## config.mk

```make
export PLATFORM = sky130hd
export DESIGN_NAME = mbinit_param_responder
export DESIGN_NICKNAME = d
export VERILOG_FILES = /design/src/rtl/mbinit_pkg.sv /design/src/rtl/mbinit_param_resolver.sv /design/src/rtl/mbinit_param_responder.sv
export SDC_FILE = /design/constraint.sdc
export NUM_CORES = 1
export LEC_CHECK = 0
export BUFFER_PORTS_ARGS = -buffer_cell sky130_fd_sc_hd__buf_4
export CAP_MARGIN = 5
export CORE_ASPECT_RATIO = 1.1
export CORE_MARGIN = 4
export CORE_UTILIZATION = 45
export CTS_CLUSTER_SIZE = 30
export DETAILED_ROUTE_END_ITERATION = 10
export PLACE_DENSITY = 0.71
export SLEW_MARGIN = 30
export SYNTH_ARGS = -nofsm -noshare
export SYNTH_HDL_FRONTEND = slang
export SYNTH_SLANG_ARGS = --single-unit
```

## constraint.sdc

```tcl
create_clock -name CLK -period 2.1 [get_ports CLK]
set_input_delay 0.63 -clock CLK [delete_from_list [all_inputs] [get_ports CLK]]
set_output_delay 0.63 -clock CLK [all_outputs]
set_load 0.1 [all_outputs]
```

## src/rtl/mbinit_pkg.sv

```systemverilog
// Shared MBINIT definitions: sideband message codes, FSM state encoding and
// clock-mode / clock-phase constants used by the PARAM initiator and responder.
package mbinit_pkg;

    localparam logic [3:0] MBINIT_PARAM_configuration_req  = 4'b0001;
    localparam logic [3:0] MBINIT_PARAM_configuration_resp = 4'b0010;

    localparam logic CLK_MODE_STROBE     = 1'b0;
    localparam logic CLK_MODE_CONTINUOUS = 1'b1;
    localparam logic PHASE_DIFFERENTIAL  = 1'b0;
    localparam logic PHASE_QUADRATURE    = 1'b1;

    typedef enum logic [2:0] {
        ST_IDLE      = 3'd0,
        ST_WAIT_REQ  = 3'd1,
        ST_RESOLVE   = 3'd2,
        ST_SEND_RESP = 3'd3,
        ST_WAIT_SENT = 3'd4,
        ST_DONE      = 3'd5,
        ST_ERROR     = 3'd6
    } mbinit_state_e;

endpackage

```

## src/rtl/mbinit_param_resolver.sv

```systemverilog
// Combinational negotiation of requested PARAM values against local capability:
// rate is clamped to the local maximum, mode and phase must be locally supported.
module mbinit_param_resolver #(
    parameter logic [2:0] LOCAL_MAX_DATA_RATE = 3'd5,
    parameter logic [1:0] LOCAL_CLK_MODE_SUP  = 2'b11,
    parameter logic [1:0] LOCAL_PHASE_SUP     = 2'b11
) (
    input  logic [2:0] req_rate,
    input  logic       req_mode,
    input  logic       req_phase,
    output logic [2:0] rate,
    output logic       mode,
    output logic       phase,
    output logic       ok
);

    assign rate  = (req_rate > LOCAL_MAX_DATA_RATE) ? LOCAL_MAX_DATA_RATE : req_rate;
    assign mode  = req_mode;
    assign phase = req_phase;
    // A zero rate code means the partner offered nothing usable.
    assign ok    = (req_rate != 3'd0) && LOCAL_CLK_MODE_SUP[req_mode] && LOCAL_PHASE_SUP[req_phase];

endmodule

```

## src/rtl/mbinit_param_responder.sv

```systemverilog
// Responder side of MBINIT.PARAM: waits for the partner's configuration request,
// resolves it, sends the configuration response and latches the final parameters.
module mbinit_param_responder
    import mbinit_pkg::*;
#(
    parameter logic [2:0] LOCAL_MAX_DATA_RATE = 3'd5,
    parameter logic [1:0] LOCAL_CLK_MODE_SUP  = 2'b11,
    parameter logic [1:0] LOCAL_PHASE_SUP     = 2'b11,
    parameter int         TIMEOUT_CYCLES      = 8000
) (
    input  logic          CLK,
    input  logic          rst,
    input  logic          i_MBINIT_Start_en,
    input  logic [3:0]    i_RX_SbMessage,
    input  logic          i_msg_valid,
    input  logic [2:0]    i_RX_MaxDataRate,
    input  logic          i_RX_ClockMode,
    input  logic          i_RX_PhaseClock,
    input  logic [4:0]    i_RX_VoltageSwing,
    input  logic          i_Busy_SideBand,
    input  logic          i_falling_edge_busy,
    output logic [3:0]    o_TX_SbMessage,
    output logic          o_ValidOutDatat_Module,
    output logic          o_ValidDataFieldParameters,
    output logic [2:0]    o_MaxDataRate,
    output logic          o_TX_ClockMode,
    output logic          o_TX_PhaseClock,
    output logic [4:0]    o_RX_VoltageSwing,
    output logic [2:0]    o_Final_MaxDataRate,
    output logic          o_Final_ClockMode,
    output logic          o_Final_ClockPhase,
    output logic          o_MBINIT_PARAM_resp_end,
    output logic          o_train_error_req,
    output mbinit_state_e debug_state
);

    localparam int CNT_W = $clog2(TIMEOUT_CYCLES);
    localparam logic [CNT_W-1:0] CNT_TERMINAL = CNT_W'(TIMEOUT_CYCLES - 1);

    mbinit_state_e    state;
    logic [CNT_W-1:0] count;
    logic [2:0]       cap_rate;
    logic             cap_mode;
    logic             cap_phase;
    logic [2:0]       res_rate;
    logic             res_mode;
    logic             res_phase;
    logic             res_ok;

    assign debug_state = state;

    mbinit_param_resolver #(
        .LOCAL_MAX_DATA_RATE (LOCAL_MAX_DATA_RATE),
        .LOCAL_CLK_MODE_SUP  (LOCAL_CLK_MODE_SUP),
        .LOCAL_PHASE_SUP     (LOCAL_PHASE_SUP)
    ) u_resolver (
        .req_rate  (cap_rate),
        .req_mode  (cap_mode),
        .req_phase (cap_phase),
        .rate      (res_rate),
        .mode      (res_mode),
        .phase     (res_phase),
        .ok        (res_ok)
    );

    // Sideband handshake: a send is a one-cycle strobe issued only while the
    // sideband is not busy; completion is the busy falling-edge pulse with busy low.
    always_ff @(posedge CLK) begin
        if (rst) begin
            state                      <= ST_IDLE;
            count                      <= '0;
            cap_rate                   <= 3'd0;
            cap_mode                   <= 1'b0;
            cap_phase                  <= 1'b0;
            o_TX_SbMessage             <= 4'd0;
            o_ValidOutDatat_Module     <= 1'b0;
            o_ValidDataFieldParameters <= 1'b0;
            o_MaxDataRate              <= 3'd0;
            o_TX_ClockMode             <= 1'b0;
            o_TX_PhaseClock            <= 1'b0;
            o_RX_VoltageSwing          <= 5'd0;
            o_Final_MaxDataRate        <= 3'd0;
            o_Final_ClockMode          <= 1'b0;
            o_Final_ClockPhase         <= 1'b0;
            o_MBINIT_PARAM_resp_end    <= 1'b0;
            o_train_error_req          <= 1'b0;
        end else begin
            o_TX_SbMessage             <= 4'd0;
            o_ValidOutDatat_Module     <= 1'b0;
            o_ValidDataFieldParameters <= 1'b0;
            o_MaxDataRate              <= 3'd0;
            o_TX_ClockMode             <= 1'b0;
            o_TX_PhaseClock            <= 1'b0;
            if (!i_MBINIT_Start_en) begin
                // Final parameters deliberately survive an enable drop.
                state                   <= ST_IDLE;
                count                   <= '0;
                o_RX_VoltageSwing       <= 5'd0;
                o_MBINIT_PARAM_resp_end <= 1'b0;
                o_train_error_req       <= 1'b0;
            end else begin
                case (state)
                    ST_IDLE: begin
                        count <= '0;
                        state <= ST_WAIT_REQ;
                    end
                    ST_WAIT_REQ: begin
                        if (i_msg_valid && (i_RX_SbMessage == MBINIT_PARAM_configuration_req)) begin
                            cap_rate          <= i_RX_MaxDataRate;
                            cap_mode          <= i_RX_ClockMode;
                            cap_phase         <= i_RX_PhaseClock;
                            o_RX_VoltageSwing <= i_RX_VoltageSwing;
                            count             <= '0;
                            state             <= ST_RESOLVE;
                        end else if (count == CNT_TERMINAL) begin
                            o_train_error_req <= 1'b1;
                            state             <= ST_ERROR;
                        end else begin
                            count <= count + 1'b1;
                        end
                    end
                    ST_RESOLVE: begin
                        if (!res_ok) begin
                            o_train_error_req <= 1'b1;
                            state             <= ST_ERROR;
                        end else if (!i_Busy_SideBand) begin
                            o_TX_SbMessage             <= MBINIT_PARAM_configuration_resp;
                            o_ValidOutDatat_Module     <= 1'b1;
                            o_ValidDataFieldParameters <= 1'b1;
                            o_MaxDataRate              <= res_rate;
                            o_TX_ClockMode             <= res_mode;
                            o_TX_PhaseClock            <= res_phase;
                            o_Final_MaxDataRate        <= res_rate;
                            o_Final_ClockMode          <= res_mode;
                            o_Final_ClockPhase         <= res_phase;
                            state                      <= ST_SEND_RESP;
                        end
                    end
                    ST_SEND_RESP: state <= ST_WAIT_SENT;
                    ST_WAIT_SENT: begin
                        if (i_falling_edge_busy && !i_Busy_SideBand) begin
                            o_MBINIT_PARAM_resp_end <= 1'b1;
                            state                   <= ST_DONE;
                        end
                    end
                    ST_DONE:  state <= ST_DONE;
                    ST_ERROR: state <= ST_ERROR;
                    default:  state <= ST_IDLE;
                endcase
            end
        end
    end

endmodule

```

==> results of run 1 <==
registers in the layout, summed over array words and instances, names as in the netlist, 3 cells and up:
register and cells:
cap_rate 3, debug_state 3, count 13, o_MaxDataRate 3, o_RX_VoltageSwing 5, o_Final_MaxDataRate 3
worst min-delay path, cell delays in order, from the launching register on:
cell     delay (ps)
dfxtp_1         310
nand2_1          50
a21oi_1          50
how the worst max path moves through the flow:
stage / from / end / cells past startpoint
2_1_floorplan: i_RX_SbMessage[1] / debug_state[2] / 6
3_3_place_gp: i_RX_SbMessage[1] / debug_state[2] / 7
3_5_place_dp: i_RX_SbMessage[1] / debug_state[2] / 7
4_1_cts: i_RX_SbMessage[1] / count[10] / 6
5_1_grt: count[1] / count[10] / 7
6_report: i_RX_SbMessage[1] / count[10] / 6
layer usage:
layer / GRT usage (%) / up-vias
li1: - / 803
met1: 23.1 / 768
met2: 29.1 / 39
met3: 4.68 / 5
met4: 5.96 / 0
met5: 0 / -
cell usage after synthesis (2+ instances only):
cell type / instances
or3_1: 4
clkbuf_1: 2
dfxtp_1: 39
a21oi_1: 13
nand4_1: 3
and2_1: 2
nand3_1: 10
xor2_1: 4
nor3b_1: 3
buf_6: 2
mux2i_1: 12
a31oi_1: 3
or4_1: 2
buf_4: 5
nand4b_1: 2
nand2_1: 10
o211ai_1: 4
nand2b_1: 2
buf_2: 3
nor2b_1: 3
nor2_1: 23
clkbuf_8: 2
and3_1: 3
o21ai_0: 8
final cells by class:
type / count / area, µm² / area share (%)
Multi-Input combinational cell: 142 / 922 / 39.1
Sequential cell: 39 / 785 / 33.2
Timing Repair Buffer: 59 / 455 / 19.3
Clock buffer: 6 / 72.6 / 3.07
Tap cell: 50 / 62.6 / 2.65
Clock inverter: 2 / 60.1 / 2.54
Inverter: 1 / 3.75 / 0.159
stage by stage:
step / cell area [µm²] / total power [mW] / setup slack [ps] / setup TNS, ps / hold WS, ps
detailed placement: 2230 / 0.950 / -67.2 / -192 / 449
CTS: 2360 / 1.68 / 240 / 0 / 459
floorplan: 1820 / 0.890 / 87.6 / 0 / 438
global placement: 2230 / 0.949 / -44.9 / -76.4 / 445
finish: 2360 / 1.67 / 217 / 0 / 455
global route: 2360 / 1.73 / 79.7 / 0 / 489
cells by family after synthesis:
kind of cell             share of synthesized area (%)
buffers and inverters                             6.29
multiplexers                                      6.64
XOR/XNOR                                          1.94
adder cells (fa/ha/maj)                          0.691
flip-flops                                        43.2
AND/OR/NAND/NOR                                   26.6
other                                            0.207
AO/OA/AOI/OAI                                     14.5
where the power goes:
part           switching (mW)  leakage, nW  internal, mW
clock                   0.262       0.0654         0.475
combinational           0.106        0.655        0.0705
sequential             0.0109        0.316         0.744
==> run metrics, run 1 <==
nature of the critical path startpoint=input pin; top post-synthesis cells by area=dfxtp_1, mux2i_1, nor2_1; Arrival @ worst endpoint=between 2000 and 2500 ps; drt pass-1 iters=4; Final Skew=5.69 ps; first-pass GRT wire length=6890 µm; DRT Wirelength=4090 µm; Total GRT Usage=between 10% and 20%; Critical Path Fanout Max=4; Critical path buffers and inverters=1; Yosys top cell by area=dfxtp_1; total gr overflow=0; Tcrit/Tclk final=89.7%; clock root buffer=clkbuf_8; diode count=0; hold endpoint=o_Final_ClockMode; maximum achievable frequency=531 MHz; Critical Path End Type=flip-flop; Reg-to-Reg End=count[12]; cts hold-fix bufs=0; CTS H-tree lvls=2; Hold Path Stages=2; RSZ-0062 raised after global routing=false; Filler Cell Count=approximately 340; WP data required=~2300 ps; most frequent cells in the layout=buf_4, dfxtp_1, nor2_1; Die Span Y=between 70 and 80 µm; pin count of the biggest net entering global routing=14; initial antenna violation count=0; status=complete, no violations; Mean Syn Cell Area=between 9 and 10 µm²; io pins=46; antenna viol nets, final=0; commonest non-fill, non-tap cell in the layout=buf_4; Ys Warns=0; Iter 0 DRT Violations=~70; Post-CTS Setup Inserts=0; Layout Utilization=around 63%; Crit Path Category=in -> reg; CTS Sinks=39; Die ar.=5100 µm²; Async SR Flop Fraction=0%; Final HPWL DP=3090 µm; Leak=~1.0 nW; vias in the first global route=between 1500 and 2000; Setup violations, final=0; vias per cell=approximately 5.4; Placer Congestion=slightly below 0.8; post-synthesis sequential area ratio=around 43%; Synth Instances=roughly 190; peak supply drop=459 µV; CTS clk-pin slew, worst paths=approximately 70 ps; post-CTS sizing=0; num rows=23; dpl cells=291; R2R setup slack=approximately 260 ps; DR vias=1615; critical-path cell list=buf_4 -> or4b_4 -> o21ai_4 -> o21ai_0 -> or3_1 -> a21oi_1; Post-Syn Area=about 1800 µm²; Largest stage delay, worst path=around 570 ps; Synth Flop Type=dfxtp_1; die width=between 60 and 70 µm; Port Buf Inserts=42; Num CTS Buffers=5; Hold Path Class=reg -> reg; DR DRC count=0; Crit-path slowest cell=or4b_4; Hold Startpoint=o_Final_ClockMode; core area=between 3000 and 4000 µm²; layout net count=approximately 270; Finished Layout Cells=299; clock buffer depth=2; PwrDens=707 nW/µm²; Routed WL per cell=about 14 µm; area grow syn2layout=30.5%; final hold vios=0; Yosys reg bits=39; Yosys cell types=between 50 and 60; fin crit period=around 1900 ps; layout cells sized above 1=about a third; CP delay by family, top=simple AND/OR/NAND/NOR gates; CTS tree=done; r2r startpoint=count[1]; fin. max-slew vios=0; FF-to-FF path depth=7; Initial Util=between 40% and 50%; WL met1=1790 µm; EDFF count, synth=0; Worst-Skew Late Latency=around 290 ps; Yosys top cell area share=43.2%; Max-Cap Viols=0; met2 WL=2000 µm; DR top layer=met4; met3 WL=~240 µm
Power figures use the tool's default switching activity.
==> inputs of run 2 (changes only) <==
--- a/config.mk
+++ b/config.mk
@@ -5,6 +5,7 @@
 export SDC_FILE = /design/constraint.sdc
 export NUM_CORES = 1
 export LEC_CHECK = 0
+export ABC_AREA = 1
 export BUFFER_PORTS_ARGS = -buffer_cell sky130_fd_sc_hd__buf_4
 export CAP_MARGIN = 5
 export CORE_ASPECT_RATIO = 1.1
==> run 2 against run 1 <==
Synthesized cell count grew 35%. Via count grew 9.5%. Highest routed layer unchanged. Sequential share of layout area grew 0.96 points.
==> run metrics, run 2 <==
status=complete, no violations; Yosys top cell by area=dfxtp_1; num rows=24 (+4.3%); total chip power=1.55 mW (-6.8%); Crit Path Category=reg -> out; Critical Path Fanout Max=8 (+4); DRT Wirelength=4120 µm (+0.56%); Die Span Y=74.8 µm (+0.44%); Post-Syn Area=1830 µm² (+0.97%); Port Buf Inserts=42 (unchanged); fin. max-slew vios=0 (unchanged); Yosys cell types=26 (-52%); CTS tree=done; Hold Path Class=reg -> reg; core area=3930 µm² (+4.3%); CP delay by family, top=flip-flops; peak supply drop=422 µV (-8.1%); DR vias=1768 (+9.5%); vias per cell=4.92 (-8.8%); final setup TNS=0 ps (unchanged); Async SR Flop Fraction=0% (unchanged); PwrDens=681 nW/µm² (-3.7%); CTS H-tree lvls=2 (unchanged); RSZ-0062 raised after global routing=false; post-synthesis sequential area ratio=42.7% (-0.41 points); CTS Sinks=39 (unchanged); Mean Syn Cell Area=7.00 µm² (-25%); Arrival @ worst endpoint=1170 ps (-940 ps); cts hold-fix bufs=0 (unchanged); Routed WL per cell=11.5 µm (-16%); Placer Congestion=0.845 (+6.4%); nature of the critical path startpoint=flip-flop; area grow syn2layout=25.0%; initial antenna violation count=0 (unchanged); first-pass GRT wire length=6890 µm (-0.10%); Die ar.=5140 µm² (+0.87%); layout cells sized above 1=23.8% (-9.6 points); maximum achievable frequency=555 MHz (+4.5%); Synth Flop Type=dfxtp_1; layout net count=327 (+22%); Filler Cell Count=392 (+15%); Iter 0 DRT Violations=67 (-6.9%); die width=68.8 µm (+0.43%); Yosys top cell area share=42.7% (-0.41 points); Final Skew=9.74 ps (+4.05 ps); WP data required=1470 ps (-860 ps); CTS clk-pin slew, worst paths=80 ps (about the same); count leader, synth=nand2_1; post-CTS sizing=0 (unchanged); Levels on crit path=1 (-5); Largest stage delay, worst path=520 ps (-50 ps); Total GRT Usage=17.8% (-0.19 points); critical-path cell list=buf_4; Num CTS Buffers=5 (unchanged); Max-Cap Viols=0 (unchanged); Ys Warns=0 (unchanged); top flop regs=count: 13 flops, o_RX_VoltageSwing: 5 flops; Worst-Skew Late Latency=290 ps (about the same); DR DRC count=0 (unchanged); EDFF count, synth=0 (unchanged); Hold Path Stages=2 (unchanged); most flop-heavy register=count; clock buffer depth=2 (unchanged); Tcrit/Tclk final=85.8% (-3.9 points); diode count=0 (unchanged); Setup violations, final=0 (unchanged); Leak=1.04 nW (about the same); Final HPWL DP=3200 µm (+3.6%); FF-to-FF path depth=10 (+3); antenna viol nets, final=0 (unchanged); Largest register FFs=13 (unchanged); Post-CTS Setup Inserts=0 (unchanged); Crit-path slowest cell=dfxtp_1; top post-synthesis cells by area=dfxtp_1, nand2_1, nor2_1; fin crit period=1800 ps (-81.4 ps); Synth Instances=261 (+35%); total gr overflow=0 (unchanged); final hold vios=0 (unchanged); Initial Util=46.4% (-1.6 points); most frequent cells after synthesis=nand2_1, dfxtp_1, nor2_1; pin count of the biggest net entering global routing=16 (+2); vias in the first global route=1681 (+11%); Critical path buffers and inverters=1 (unchanged); Critical Path End Type=primary output; Layout Utilization=58.0% (-4.6 points); Yosys reg bits=39 (unchanged); clock root buffer=clkbuf_8; io pins=46 (unchanged); drt pass-1 iters=4 (unchanged); most frequent cells in the layout=nand2_1, buf_4, dfxtp_1; commonest non-fill, non-tap cell in the layout=nand2_1; Fin Hold WS=463 ps (+7.63 ps)
==> run 2: worst paths after layout <==
kind / startpoint / to / slack, ps
max: debug_state[1] / debug_state[1] / 300
min: o_MBINIT_PARAM_resp_end / o_MBINIT_PARAM_resp_end / 460
max reg2reg: count[0] / count[11] / 430
min reg2reg: o_MBINIT_PARAM_resp_end / o_MBINIT_PARAM_resp_end / 460
==> run 2: cell families (layout without fill, tap and decap cells) <==
family,count (synthesis),count (layout),synth area share (%)
buffers and inverters,42,86,10.2
other,1,3,0.205
AOI/OAI and AO/OA,39,39,10.7
DFF,39,39,42.7
adders and majority gates,1,1,0.685
and+or+nand+nor,139,139,35.5
==> run 2: metrics by stage <==
step / std cells / setup slack (ps) / cell area [µm²]
2_1_floorplan: 263 / 95.8 / 1830
3_3_place_gp: 351 / 349 / 2170
3_5_place_dp: 351 / 303 / 2170
4_1_cts: 359 / 294 / 2280
5_1_grt: 359 / 229 / 2280
6_report: 359 / 299 / 2280
==> run 2: cell type report <==
type                    instances  area [µm²]  share of cell area (%)
multi-input cells             182         867                    38.0
flip-flops and latches         39         781                    34.2
repair buffers                 44         330                    14.5
inverters                      34         128                    5.59
clock buffers                   5        68.8                    3.01
well taps                      52        65.1                    2.85
clock inverters                 3        43.8                    1.92
==> run 2: metal layers <==
metal,vias to the layer above,share of wire [%],wire (µm),GRT usage (%)
met1,814,40,1660,18.2
met2,33,54,2210,32.6
met3,7,4.7,193,6.72
met4,0,1.3,53,6.49
li1,914,-,-,-
met5,-,0,0,0
==> run 2: where the power goes <==
part / switching [mW] / internal (mW) / total [mW]
Combinational: 0.125 / 0.0580 / 0.183
Sequential: 0.00873 / 0.744 / 0.753
Clock: 0.265 / 0.354 / 0.619
==> inputs of run 3 (changes only) <==
--- a/config.mk
+++ b/config.mk
@@ -13,6 +13,7 @@
 export CORE_UTILIZATION = 45
 export CTS_CLUSTER_SIZE = 30
 export DETAILED_ROUTE_END_ITERATION = 10
+export GPL_TIMING_DRIVEN = 0
 export PLACE_DENSITY = 0.71
 export SLEW_MARGIN = 30
 export SYNTH_ARGS = -nofsm -noshare
==> run 3 against run 2 <==
Sequential share of layout area shrank 0.72 points. Combinational power increased by 2%. Sequential power barely moved. First-iteration DRC count is 28% higher. Non-clock buffer count is 6 higher. Register-to-register slack got worse by 30 ps. Flip-flop and latch count unchanged. Highest routed layer unchanged. Final cell count is 1.7% higher.
==> run metrics, run 3 (synthesized netlist as in run 2, its figures left out) <==
crit path launch=debug_state[1]; met3 WL=169 µm (-12%); antenna viol nets, final=0 (unchanged); Max-Cap Viols=0 (unchanged); PwrDens=678 nW/µm² (-0.44%); vias in the first global route=1534 (-8.7%); area of the multi-input gates=867 µm² (unchanged); final setup TNS=0 ps (unchanged); WP data required=1470 ps (about the same); Initial Util=46.4% (unchanged); Switching Fraction=24.7% (-0.92 points); Leak=1.07 nW (+3.2%); Sw Pwr=0.391 mW (-2.0%); num rows=24 (unchanged); Placer Congestion=0.848 (+0.37%); clock buffer depth=2 (unchanged); maximum achievable frequency=559 MHz (+0.66%); total chip power=1.58 mW (+1.7%); Reg-to-Reg End=count[2]; fin. max-slew vios=0 (unchanged); Hold Path Class=reg -> reg; Critical Path Fanout Max=8 (unchanged); initial antenna violation count=0 (unchanged); CP delay by family, top=flip-flops; io pins=46 (unchanged); Critical Path End Type=primary output; Port Buf Inserts=42 (unchanged); Final HPWL DP=3030 µm (-5.3%); FF+latch area=781 µm² (unchanged); peak supply drop=410 µV (-2.9%); CTS H-tree lvls=2 (unchanged); Levels on crit path=1 (unchanged); pin count of the biggest net entering global routing=13 (-3); post-CTS sizing=0 (unchanged); CTS Sinks=39 (unchanged); Post-CTS Setup Inserts=0 (unchanged); DRT Wirelength=4040 µm (-1.9%); DP Worst Slack=227 ps (-75.3 ps); layout cells sized above 1=25.2% (+1.5 points); Worst Setup EP=debug_state[1]; Final Skew=4.26 ps (-5.47 ps); Reg power frac=47.6% (-0.8 points); commonest non-fill, non-tap cell in the layout=nand2_1; core area=3930 µm² (unchanged); first-pass GRT wire length=6640 µm (-3.5%); critical-path cell list=buf_4; Tcrit/Tclk final=85.2% (-0.56 points); Critical path buffers and inverters=1 (unchanged); total gr overflow=0 (unchanged); RSZ-0062 raised after global routing=false; status=complete, no violations; Largest register FFs=13 (unchanged); DR DRC count=0 (unchanged); Routed WL per cell=11.1 µm (-3.5%); drt pass-1 iters=6 (+2); Num CTS Buffers=5 (unchanged); met2 WL=2120 µm (-4.1%); area grow syn2layout=27.7%; diode count=0 (unchanged); Die ar.=5140 µm² (unchanged); top flop regs=count: 13 flops, o_RX_VoltageSwing: 5 flops; die width=68.8 µm (unchanged); Largest stage delay, worst path=520 ps (about the same); most frequent cells in the layout=nand2_1, buf_4, dfxtp_1; vias per cell=4.73 (-4.0%); Filler Cell Count=377 (-3.8%); DR top layer=met4; CTS tree=done; layout net count=333 (+1.8%); nature of the critical path startpoint=flip-flop; Arrival @ worst endpoint=1160 ps (about the same); r2r startpoint=count[0]; Crit Path Category=reg -> out; Die Span Y=74.8 µm (unchanged); FF-to-FF path depth=9 (-1); clock root buffer=clkbuf_8; Iter 0 DRT Violations=86 (+28%); most flop-heavy register=count; final hold vios=0 (unchanged); final worst slack=310 ps (+11.7 ps); Total GRT Usage=17.2% (-0.60 points); DR vias=1725 (-2.4%); Crit-path slowest cell=dfxtp_1; Power Internal=1.19 mW (+3.0%); R2R setup slack=400 ps (-30 ps); Clock Power Share=40.5% (+0.7 points); Setup violations, final=0 (unchanged); WL met1=1730 µm (+4.5%); fin crit period=1790 ps (-11.7 ps); cts hold-fix bufs=0 (unchanged); CTS clk-pin slew, worst paths=70 ps (about the same); Worst-Skew Late Latency=290 ps (about the same); Gate power share=11.8% (about the same)
-- run 3: cell type report --
type / count / area share, %
Multi-Input combinational cell: 182 / 37.2
Inverter: 34 / 5.47
Sequential cell: 39 / 33.5
Buffer: 8 / 2.52
Timing Repair Buffer: 42 / 13.5
Clock inverter: 2 / 1.50
Tap cell: 52 / 2.79
Clock buffer: 6 / 3.54
-- run 3: worst min-delay path by stage --
stage,from,to,slack (ps),cells past startpoint
after floorplan,cap_mode,o_TX_ClockMode,440,2
after global placement,o_MBINIT_PARAM_resp_end,o_MBINIT_PARAM_resp_end,450,2
after detailed placement,o_MBINIT_PARAM_resp_end,o_MBINIT_PARAM_resp_end,450,2
after CTS,o_MBINIT_PARAM_resp_end,o_MBINIT_PARAM_resp_end,460,2
after global routing,o_MBINIT_PARAM_resp_end,o_MBINIT_PARAM_resp_end,480,2
final,o_MBINIT_PARAM_resp_end,o_MBINIT_PARAM_resp_end,460,2
-- run 3: per-stage QoR --
stage | utilization, % | hold slack [ps] | instances | area [µm²]
global route | 59.3 | 483 | 365 | 2330
CTS | 59.3 | 462 | 365 | 2330
floorplan | - | 437 | 263 | 1830
global placement | 56.3 | 445 | 357 | 2210
finish | 59.3 | 461 | 365 | 2330
detailed placement | 56.3 | 452 | 357 | 2210
-- run 3: layer usage --
metal	up-vias	GRT usage [%]
li1	926	-
met1	768	20.2
met2	29	30.0
met3	2	4.93
met4	0	5.19
met5	-	0
-- run 3: power groups by stage --
stage | Sequential (mW) | Combinational (mW) | Clock [mW]
after floorplan | 0.798 | 0.108 | 0
after global placement | 0.770 | 0.186 | 0
after detailed placement | 0.770 | 0.188 | 0
after CTS | 0.753 | 0.188 | 0.657
after global routing | 0.754 | 0.206 | 0.683
final | 0.753 | 0.187 | 0.640
